[config.mk]
export PLATFORM = sky130hd
export DESIGN_NAME = int_stream_arbiter
export DESIGN_NICKNAME = d
export VERILOG_FILES = /design/src/rtl/int_stream_arbiter.sv
export SDC_FILE = /design/constraint.sdc
export NUM_CORES = 1
export LEC_CHECK = 0
export CAP_MARGIN = 25
export CORE_ASPECT_RATIO = 0.8
export CORE_MARGIN = 2
export CORE_UTILIZATION = 32
export DETAILED_ROUTE_END_ITERATION = 6
export GPL_TIMING_DRIVEN = 0
export PLACE_DENSITY = 0.74
export SLEW_MARGIN = 20
export SYNTH_ARGS = -nofsm -noshare
export SYNTH_HDL_FRONTEND = slang
export SYNTH_SLANG_ARGS = --single-unit
[constraint.sdc]
create_clock -name clk -period 2.5 [get_ports clk]
set_input_delay 0.5 -clock clk [delete_from_list [all_inputs] [get_ports clk]]
set_output_delay 0.5 -clock clk [all_outputs]
set_load 0.005 [all_outputs]
[src/rtl/int_stream_arbiter.sv]
// ---------------------------------------------------------------------------
// int_stream_arbiter
//
// Round-robin arbiter that lets N_REQ integer-stream producers share a
// single downstream consumer. A grant is held for bursts of up to
// MAX_BURST consecutive beats, so one producer's run reaches the consumer
// without being interleaved. The output is a one-entry registered stage
// that sustains one beat per cycle while out_ready stays high.
//
// Optional build macro: INT_STREAM_ARBITER_STATS_EN
//   defined   : per-requester 32-bit transfer counters on stats, plus a
//               simulation trace line for every transfer
//   undefined : stats tied to zero, no counters
//
// Ports
//   clk        clock, all state on rising edge
//   rstn       asynchronous active-low reset
//   in_valid   per-requester valid
//   in_ready   per-requester ready (at most one high per cycle)
//   in_data    requester i data in bits [i*WIDTH +: WIDTH]
//   out_valid  output register holds a beat
//   out_ready  downstream accept
//   out_data   registered data
//   out_src    source index of out_data
//   stats      per-requester transfer counts, requester i in [i*32 +: 32]
// ---------------------------------------------------------------------------
module int_stream_arbiter #(
    parameter int N_REQ     = 4,
    parameter int WIDTH     = 32,
    parameter int MAX_BURST = 4,
    localparam int SRCW     = (N_REQ > 2) ? $clog2(N_REQ) : 1
) (
    input  logic                   clk,
    input  logic                   rstn,
    input  logic [N_REQ-1:0]       in_valid,
    output logic [N_REQ-1:0]       in_ready,
    input  logic [N_REQ*WIDTH-1:0] in_data,
    output logic                   out_valid,
    input  logic                   out_ready,
    output logic [WIDTH-1:0]       out_data,
    output logic [SRCW-1:0]        out_src,
    output logic [N_REQ*32-1:0]    stats
);

    localparam logic [0:0] S_IDLE  = 1'b0;
    localparam logic [0:0] S_BURST = 1'b1;

    logic [0:0]      state;
    logic [SRCW-1:0] owner;
    logic [SRCW-1:0] rr_ptr;
    logic [7:0]      burst_cnt;

    logic            vld_p1;
    logic [WIDTH-1:0] data_p1;
    logic [SRCW-1:0] src_p1;

    logic [SRCW-1:0] grant;
    logic            grant_vld;
    logic            load_en;
    logic            xfer;
    logic            burst_last;

    // Wrap is explicit so non-power-of-two N_REQ never aliases onto an
    // index that does not exist.
    function automatic logic [SRCW-1:0] next_idx(input logic [SRCW-1:0] i);
        if (int'(i) >= N_REQ - 1)
            next_idx = '0;
        else
            next_idx = i + SRCW'(1);
    endfunction

    // ---- stage p0: grant selection -------------------------------------
    always_comb begin
        int              start;
        int              span;
        int              idx;
        logic [SRCW-1:0] cand;
        grant     = '0;
        grant_vld = 1'b0;
        start     = 0;
        span      = 0;
        idx       = 0;
        cand      = '0;
        if (state == S_BURST && in_valid[owner]) begin
            grant     = owner;
            grant_vld = 1'b1;
        end else begin
            // In BURST the owner has gone quiet: hand over immediately,
            // searching past the owner and never back onto it.
            if (state == S_BURST) begin
                start = int'(next_idx(owner));
                span  = N_REQ - 1;
            end else begin
                start = int'(rr_ptr);
                span  = N_REQ;
            end
            for (int k = 0; k < N_REQ; k++) begin
                idx = start + k;
                if (idx >= N_REQ)
                    idx = idx - N_REQ;
                cand = SRCW'(idx);
                if (!grant_vld && (k < span) && in_valid[cand]) begin
                    grant     = cand;
                    grant_vld = 1'b1;
                end
            end
        end
    end

    assign load_en    = !vld_p1 || out_ready;
    assign xfer       = rstn && load_en && grant_vld;
    assign burst_last = (({1'b0, burst_cnt} + 9'd1) == 9'(MAX_BURST));

    always_comb begin
        in_ready = '0;
        if (xfer)
            in_ready[grant] = 1'b1;
    end

    // ---- stage p0 -> p1: arbitration state -----------------------------
    always_ff @(posedge clk or negedge rstn) begin
        if (!rstn) begin
            state     <= S_IDLE;
            owner     <= '0;
            rr_ptr    <= '0;
            burst_cnt <= '0;
        end else if (xfer) begin
            if (state == S_IDLE || grant != owner) begin
                if (MAX_BURST > 1) begin
                    state     <= S_BURST;
                    owner     <= grant;
                    burst_cnt <= 8'd1;
                end else begin
                    state     <= S_IDLE;
                    rr_ptr    <= next_idx(grant);
                    burst_cnt <= '0;
                end
            end else if (burst_last) begin
                state     <= S_IDLE;
                rr_ptr    <= next_idx(owner);
                burst_cnt <= '0;
            end else begin
                burst_cnt <= burst_cnt + 8'd1;
            end
        end else if (state == S_BURST && load_en && !(|in_valid)) begin
            // Nobody left to serve; release so the next requester is
            // chosen fairly from just after the old owner.
            state     <= S_IDLE;
            rr_ptr    <= next_idx(owner);
            burst_cnt <= '0;
        end
    end

    // ---- stage p1: output register -------------------------------------
    always_ff @(posedge clk or negedge rstn) begin
        if (!rstn) begin
            vld_p1  <= 1'b0;
            data_p1 <= '0;
            src_p1  <= '0;
        end else if (xfer) begin
            vld_p1  <= 1'b1;
            data_p1 <= in_data[int'(grant)*WIDTH +: WIDTH];
            src_p1  <= grant;
        end else if (load_en) begin
            vld_p1  <= 1'b0;
        end
    end

    assign out_valid = vld_p1;
    assign out_data  = data_p1;
    assign out_src   = src_p1;

`ifdef INT_STREAM_ARBITER_STATS_EN
    logic [31:0] xfer_cnt [N_REQ];

    always_ff @(posedge clk or negedge rstn) begin
        if (!rstn) begin
            for (int i = 0; i < N_REQ; i++)
                xfer_cnt[i] <= '0;
        end else if (xfer) begin
            xfer_cnt[grant] <= xfer_cnt[grant] + 32'd1;
            $display("Arb: src=%0d data=%10d", grant,
                     in_data[int'(grant)*WIDTH +: WIDTH]);
        end
    end

    for (genvar gi = 0; gi < N_REQ; gi++) begin : g_stats
        assign stats[gi*32 +: 32] = xfer_cnt[gi];
    end
`else
    assign stats = '0;
`endif

endmodule

---- Word-level counts from Yosys, hierarchy flattened ----
Index checks and enable logic that the tools add are counted.
storage, ports and cells
  register bits ........................... 48
  bits of input ports ..................... 135
  output and inout port bits .............. 167
  word-level logic and storage cells ...... 119
operators by class
  add/sub/neg operators ................... 10
  $lt $le $gt $ge ......................... 16
  equal/unequal tests ..................... 5
  shifts and indexed selects .............. 1
  mux-type cells .......................... 53
  bitwise logic cells ..................... 1
  reductions and logical operators ........ 26
operator list
  kind                   number
  $ge 32x4->1 const B    4
  $shiftx 128x8->32      1
  $add 32x3->32 const B  2
  $lt 3x32->1 const A    2
  $mux 32                2
  $mux 2                 19
  $add 32x2->32 const B  1
  $lt 1x32->1 const A    1
  $lt 2x32->1 const A    1
  $mux 8                 4
  $mux 1                 20
  $lt 2x3->1 const B     6
  $logic_and 1x1->1      13
  $bmux 1 s2             5
  $add 8x1->9 const B    1
  $eq 9x3->1 const B     1
  $add 8x1->8 const B    1
  $sub 2x1->2 const B    4
  $logic_not 1->1        5
  $mux 4                 1
  $reduce_and 2->1       2
  $reduce_bool 2->1      2
  $reduce_or 4->1        1
  $mux 3                 1
  other kinds (11)       12

---- Longest topological paths before layout ----
Gate-level depths: netlist (run 1).
  depth after elaboration ................. 32
  depth in mapped cells ................... 11

---- Worst setup path before layout (run 1) ----
Ideal clock, no wire load.
  kind .................................... input port to flip-flop
  from .................................... in in_valid[2]
  to ...................................... reg data_p1[19], in the netlist out_data[19]
  library setup time ...................... 0.125 ns
  data arrival time ....................... 2.703 ns
  required time ........................... 2.375 ns
  setup slack ............................. -0.328 ns
  stages on the path ...................... 10
  buffers on the path ..................... 2
  cells stage by stage .................... buf_2 mux2i_2 o22ai_1 a311oi_1 and2_1 nand2_4 o21ai_4 buf_6 mux4_2 mux2_4
on the way
  word-level cells in the longest chain between the ends .. 21
  elaborated cells between the ends (all ways) .. 36
  classes of those cells .................. shift: 1; mux: 23; reduce/logical: 12
RTL lines
  item                                                           line      text
  start, declared                                                35        input logic [N_REQ-1:0] in_valid,
  $bmux 1 s2                                                     102       if (!grant_vld && (k < span) && in_valid[cand]) begin
  $mux 1 (implied by the code)                                   102
  $logic_and 1x1->1                                              102
  $mux 1                                                         102
  $mux 1                                                         84        if (state == S_BURST && in_valid[owner]) begin
  $logic_not 1->1                                                102
  $logic_and 1x1->1 (2 in a row)                                 102
  $mux 1                                                         102
  (+2 left out)                                                  --
  $logic_and 1x1->1 (2 in a row)                                 102
  $mux 1                                                         102
  $mux 1                                                         84
  $logic_not 1->1                                                102
  $logic_and 1x1->1 (2 in a row)                                 102
  $mux 2 / $mux 1 (equally long branches)                        102
  $mux 2 / $mux 1 (equally long branches)                        84
  $shiftx 128x8->32 / $logic_and 1x1->1 (equally long branches)  162, 111
  end signal, assigned                                           162       data_p1 <= in_data[int'(grant)*WIDTH +: WIDTH];
  end, declared                                                  54        logic [WIDTH-1:0] data_p1;
Parallel ways exist; a longest one is shown, timed or not. The select of a mux whose other input is x is not followed.
A chain may end at the register's enable or synchronous reset.

---- Worst setup path in the final report (run 1) ----
  from .................................... reg owner[1]
  to ...................................... out in_ready[0]
on the way
  word-level cells in the longest chain between the ends .. 32
  elaborated cells between the ends (all ways) .. 65
  classes of those cells .................. add/sub: 8; order compare: 7; mux: 37; reduce/logical: 13
RTL lines
  item                                                                    line  text
  start, declared                                                         49    logic [SRCW-1:0] owner;
  start signal, assigned                                                  131   owner <= grant;
  parallel branches: the longest is 31 deep, another holds $add 32x2->32  --
  $mux 4 (*)                                                              116   if (xfer)
  end, declared                                                           36    output logic [N_REQ-1:0] in_ready,
Every way passes the cells marked *. The select of a mux whose other input is x is not followed.

==> results.ini, run 1 <==
[outcome]
status=finished with violations
violations=negative setup slack

[clock_tree]
clockBufferDepth=2
cts.clk_slew.worst_paths_ps=70
numClockSinks=48
cts_root_buf=clkbuf_16
clk_latency_ps=290
holdBufCountCts=0
cts_buffers=5
h-tree-depth=2
cts_tree=yes

[synthesis]
synth_edf_count=0
seq_area_frac_synth_pct=28.0
synth.top_cells.by_count=buf_4 (129), dfrtp_1 (48), mux4_2 (31), mux2_2 (17), mux2_4 (17)
yosys_warnings=0
synth.most_common_cell=buf_4
synth_ff_type=dfrtp_1
syn_area_per_cell_um2=10.9
netlist_instances=393
synth_top_area_share_pct=28.0
synth_largest_area_cell=dfrtp_1
synth_area_leaders=dfrtp_1 (28%), buf_4 (23%), mux4_2 (16%)
yosysUniqueCellTypes=56
async_flop_share_pct=100
synth_area_um2=4290
synth_seq_cells=48

[die]
coreArea_um2=13000
rows=37
io_pins=302
die_y_um=108
die_w_um=133
dieArea_um2=14400
initial_utilization_pct=33.1

[sta]
slew_headroom_pct=55.3
fin_crit_ps=2970
final-setup-viol-count=47
tightest_slew_ps=671
rsz0062_at_grt=yes
drv_slew=0
setup_ws_ps=-472
hold_violations=0
fmax_mhz=336
min_period_over_period_pct=119
fin_hold_ws_ps=233
fin_worst_skew_ps=6.89

[worst_setup_path]
cp_cell_sequence=ha_4, buf_12, inv_8, o32ai_4, o21a_4, o21ai_4, and3_4, buf_12, buf_8, and3_4, buf_6
critical_path_class=reg -> out
cp_max_fo=5
crit_path_end_kind=output pin
critPathSlowestCell=dfrtp_1
max_stage_delay_ps=420
cp.required_ps=2000
arrival_ps=2470
start_kind=flop

[drt]
num_vias=3790
viasPerCell=4.20
wire_per_inst_um=15.0
postRouteAntennaNets=0
drc=0
drt_first_pass_iters=4
first_iter_violations=92
wirelength_um=13600

[placed_design]
gp_congestion=0.777
post-place-ws_ps=-1320
dp_hpwl_um=10400
port_buffers=170
placed_cell_area_um2=6790

[global_route]
grt_pass1_vias=3758
antenna_found_initial=0
grt_start_max_net_pins=52
grt_usage_pct=18.1
grt_first_pass_wirelength_um=20200
grt_remaining_overflow=0

[cells_and_area]
antennaDiodeCount=0
nFillCells=1089
nets=864
syn_to_final_growth_pct=73.3
design_area_um2=7430
drive_gt1_share_pct=40.9

[power]
p_per_area_nw_per_um2=1090
vdd_ir_drop_max_v=0.000692
p_leak_nw=3.52

[worst_hold_path]
hold_class=in -> async

[flow_run]
cap_violations=0

[final timing paths]
| path | start | to | slack [ps] | cells past startpoint |
|---|---|---|---|---|
| worst max-delay path | owner[1] | in_ready[0] | -470 | 11 |
| worst min-delay path | rstn | out_data[25] | 230 | 1 |
| worst max register to register | owner[0] | out_data[20] | -440 | 12 |
| worst min register to register | out_src[1] | out_src[1] | 490 | 2 |
| max in group asynchronous | rstn | burst_cnt[7] | 1810 | 1 |
| min in group clk | out_src[1] | out_src[1] | 490 | 2 |
[routing by layer]
layer,up-vias,wire (µm),GRT usage (%)
li1,1812,-,-
met1,1818,5270,21.9
met2,150,7190,32.6
met3,10,960,4.99
met4,0,146,3.50
met5,-,0,0
[per-stage QoR]
step / std cells / TNS (ps) / util [%] / total power (W)
after floorplan: 520 / -3190 / - / 0.00462
after global placement: 865 / -110170 / 52.4 / 0.00608
after detailed placement: 865 / -43830 / 52.4 / 0.00615
after CTS: 899 / -15730 / 56.6 / 0.00788
after global routing: 903 / -20510 / 57.3 / 0.00859
final: 903 / -16240 / 57.3 / 0.00807
[where the power goes]
| part | total, W | switching (W) | internal [W] |
|---|---|---|---|
| clock network | 0.000720 | 0.000319 | 0.000401 |
| registers | 0.00135 | 0.000210 | 0.00114 |
| logic | 0.00601 | 0.00233 | 0.00368 |
| total | 0.00807 | 0.00286 | 0.00522 |
[worst max-delay path: cells and delay by family (launching register included)]
kind,cells,cell delay [ps]
buffers and inverters,5,500
and+or+nand+nor,2,370
AOI/OAI and AO/OA,3,540
DFF,1,420
adders and majority gates,1,340
[repair_timing]
action / 4_1_cts / 5_1_grt
endpoints found under the setup margin: 51 / 49
pin swaps: 11 / 12
gates resized for setup: 73 / 20
endpoints found under the hold margin: 0 / 0
setup buffers: 26 / 4
[area by class of cell]
class	instances	area (µm²)	share of cell area, %
Multi-Input combinational cell	318	2680	36.0
Buffer	150	1200	16.2
Inverter	4	22.5	0.303
Timing Repair Buffer	200	1960	26.3
Clock inverter	2	13.8	0.185
Clock buffer	6	139	1.87
Sequential cell	48	1200	16.2
Tap cell	175	219	2.95
[registers in the layout (all words and copies together) (netlist names)]
signal,cells
burst_cnt,8
rr_ptr,2
out_valid,1
owner,2
state,1
out_data,32
out_src,2
[layout by cell type, fill, tap and decap left out, types with 2 or more instances in the layout]
cell type          n
a211oi_2           2
a21oi_1            4
a22o_1             5
a311oi_2           2
a31oi_1            3
and2_4             2
and3_4             2
buf_12             4
buf_2              6
buf_4            155
buf_6              9
buf_8              6
clkbuf_16          5
clkbuf_2           3
clkbuf_8           3
clkdlybuf4s50_1  164
conb_1           128
dfrtp_1           48
inv_1              3
maj3_2             2
mux2_2             9
mux2_4            25
mux4_2            33
nand2_1           16
nand2b_1           5
nand2b_4           2
nand3_1            8
nand3b_1           2
nor2_1            16
nor2b_1            2
nor3_1             4
o211ai_1           3
o21ai_0            5
o21ai_4            3
o22a_1             2
[kinds of logic after synthesis]
logic type                 after synthesis  synth area share, %
buffers and inverters                  154                 25.8
adders and majority gates                4                 1.05
muxes                                   70                 28.7
xor gates and xnor gates                 2                0.408
and+or+nand+nor                         71                 8.69
DFF                                     48                 28.0
other                                    1               0.0874
AOI/OAI and AO/OA                       43                 7.29
No activity file was read; power rests on OpenSTA's default activity.
==> run 2: changes to the inputs <==
--- a/config.mk
+++ b/config.mk
@@ -12,6 +12,7 @@
 export DETAILED_ROUTE_END_ITERATION = 6
 export GPL_TIMING_DRIVEN = 0
 export PLACE_DENSITY = 0.74
+export SETUP_SLACK_MARGIN = 0.05
 export SLEW_MARGIN = 20
 export SYNTH_ARGS = -nofsm -noshare
 export SYNTH_HDL_FRONTEND = slang
==> run 2 against run 1 <==
- the run still ends with negative setup slack left
- final cell count rose by 1.0%
- clock-buffer cell count fell by 1
- via count rose by 1.8%
- routed wire length rose by 0.78%
- global-route usage fell by 0.41 points
- clock skew fell by 2.5 ps
- core utilization rose by 1.3 points
- fmax rose by 0.79%
- critical path depth fell by 2
- critical path type unchanged
- largest power group unchanged
- highest routed layer unchanged
==> results.ini, run 2 (synthesized netlist as in run 1, its figures left out) <==
[drt]
wirelength_um=13700  ; +0.78%
drt_first_pass_iters=4  ; unchanged
wire_per_inst_um=15.0  ; -0.21%
viasPerCell=4.23  ; +0.84%
drc=0  ; unchanged
postRouteAntennaNets=0  ; unchanged
num_vias=3860  ; +1.8%
first_iter_violations=116  ; +26%

[sta]
hold_violations=0  ; unchanged
fin_worst_skew_ps=4.36  ; -2.53 ps
fin_crit_ps=2950  ; -23.3 ps
min_period_over_period_pct=118  ; -0.93 points
fmax_mhz=339  ; +0.79%
final-setup-viol-count=46  ; -2.1%
rsz0062_at_grt=yes
slew_headroom_pct=55.4  ; +0.10 points
tightest_slew_ps=669  ; -1.51 ps
drv_slew=0  ; unchanged
setup_ws_ps=-449  ; +23.3 ps

[outcome]
status=finished with violations
violations=negative setup slack

[worst_setup_path]
crit_path_end_kind=output pin
cp_max_fo=10  ; +5
rr_worst_depth=12  ; unchanged
reg2reg_to=out_data[30]
start_kind=flop
critical_path_class=reg -> out
cp.required_ps=2000  ; about the same
arrival_ps=2450  ; -20 ps
r2r-start=owner[0]
r2r_slack_ps=-420  ; +20 ps

[clock_tree]
cts.clk_slew.worst_paths_ps=70  ; about the same
cts_buffers=5  ; unchanged
cts_root_buf=clkbuf_16
numClockSinks=48  ; unchanged
cts_tree=yes
clockBufferDepth=2  ; unchanged
h-tree-depth=2  ; unchanged
clk_latency_ps=290  ; about the same

[global_route]
grt_pass1_vias=3874  ; +3.1%
grt_start_max_net_pins=52  ; unchanged
grt_usage_pct=17.7  ; -0.41 points
grt_remaining_overflow=0  ; unchanged
antenna_found_initial=0  ; unchanged
grt_first_pass_wirelength_um=19800  ; -1.7%

[die]
rows=37  ; unchanged
die_w_um=133  ; unchanged
initial_utilization_pct=33.1  ; unchanged
die_y_um=108  ; unchanged
coreArea_um2=13000  ; unchanged
io_pins=302  ; unchanged
dieArea_um2=14400  ; unchanged

[power]
seqPwrFrac_pct=15.9  ; -0.8 points
p_sw_share_pct=34.2  ; -1.1 points
power.share.combinational_pct=73.7  ; -0.7 points
p_int_w=0.00562  ; +7.6%
switching_power_w=0.00292  ; +2.3%
vdd_ir_drop_max_v=0.000592  ; -14%
p_leak_nw=3.61  ; +2.5%
power_w=0.00854  ; +5.7%
clockPowerShare_pct=10.5  ; +1.6 points
p_per_area_nw_per_um2=1120  ; +3.4%

[flow_run]
cap_violations=0  ; unchanged

[placed_design]
gp_congestion=0.767  ; -1.4%
dp_hpwl_um=10300  ; -0.12%
port_buffers=170  ; unchanged
placed_cell_area_um2=6790  ; about the same

[cells_and_area]
design_area_um2=7600  ; +2.3%
largest_reg_flops=32  ; unchanged
layout_common_cells=clkdlybuf4s50_1 (164), buf_4 (160), conb_1 (128), dfrtp_1 (48), mux4_2 (33)
nets=873  ; +1.0%
drive_gt1_share_pct=42.3  ; +1.4 points
final_common_cell=clkdlybuf4s50_1
syn_to_final_growth_pct=77.2
antennaDiodeCount=0  ; unchanged

[worst_hold_path]
hold_class=in -> async

-- run 2: area by class of cell --
| cell class | count | area [µm²] |
|---|---|---|
| clock buffers | 5 | 125 |
| well taps | 175 | 219 |
| flip-flops and latches | 48 | 1200 |
| plain buffers | 150 | 1220 |
| fillers | 1082 | 5360 |
| inverters | 4 | 17.5 |
| multi-input cells | 318 | 2690 |
| repair buffers | 209 | 2060 |
| clock inverters | 3 | 68.8 |
-- run 2: timing repair --
action                                  in CTS  in global routing
setup buffers                               27                 10
pin swaps                                   16                  9
gates cloned                                 0                  2
hold buffers                                 0                  0
endpoints found under the setup margin      51                 50
resized for setup                           67                 37
-- run 2: critical path, stage by stage, from the launching register on --
cell and delay [ps]:
dfrtp_1 360, buf_4 180, mux4_2 530, a21oi_1 250, o21ai_2 110, and3_4 200, buf_8 120, buf_8 120
and3_4 170, buf_6 110
-- run 2: worst max path at each step --
stage | depth (start not counted) | end | start | slack [ps]
2_1_floorplan | 10 | out_data[8] | in_valid[2] | -120
3_3_place_gp | 6 | in_ready[0] | rstn | -2250
3_5_place_dp | 10 | in_ready[0] | in_valid[0] | -1300
4_1_cts | 10 | in_ready[0] | owner[1] | -380
5_1_grt | 11 | in_ready[2] | owner[0] | -530
6_report | 9 | in_ready[0] | rr_ptr[1] | -450
-- run 2: through the flow --
step	setup slack (ps)	instances	utilization, %	hold slack, ps	TNS, ps
2_1_floorplan	-120	520	-	204	-3190
5_1_grt	-535	912	58.6	297	-18840
6_report	-449	912	58.6	236	-14850
3_5_place_dp	-1300	865	52.4	472	-42670
4_1_cts	-377	900	56.7	277	-12670
3_3_place_gp	-2250	865	52.4	470	-108870
-- run 2: power by group through the flow --
stage	clock network, W	registers (W)	logic [W]
after floorplan	0	0.00135	0.00327
final	0.000893	0.00135	0.00629
after global routing	0.000947	0.00139	0.00671
after CTS	0.000919	0.00135	0.00567
after global placement	0	0.00134	0.00472
after detailed placement	0	0.00136	0.00481
-- run 2: per-layer routing --
layer / routed length (µm) / global-route usage [%]
met2: 7300 / 33.2
met4: 191 / 4.41
met5: 0 / 0
met1: 5110 / 20.0
met3: 1070 / 4.66
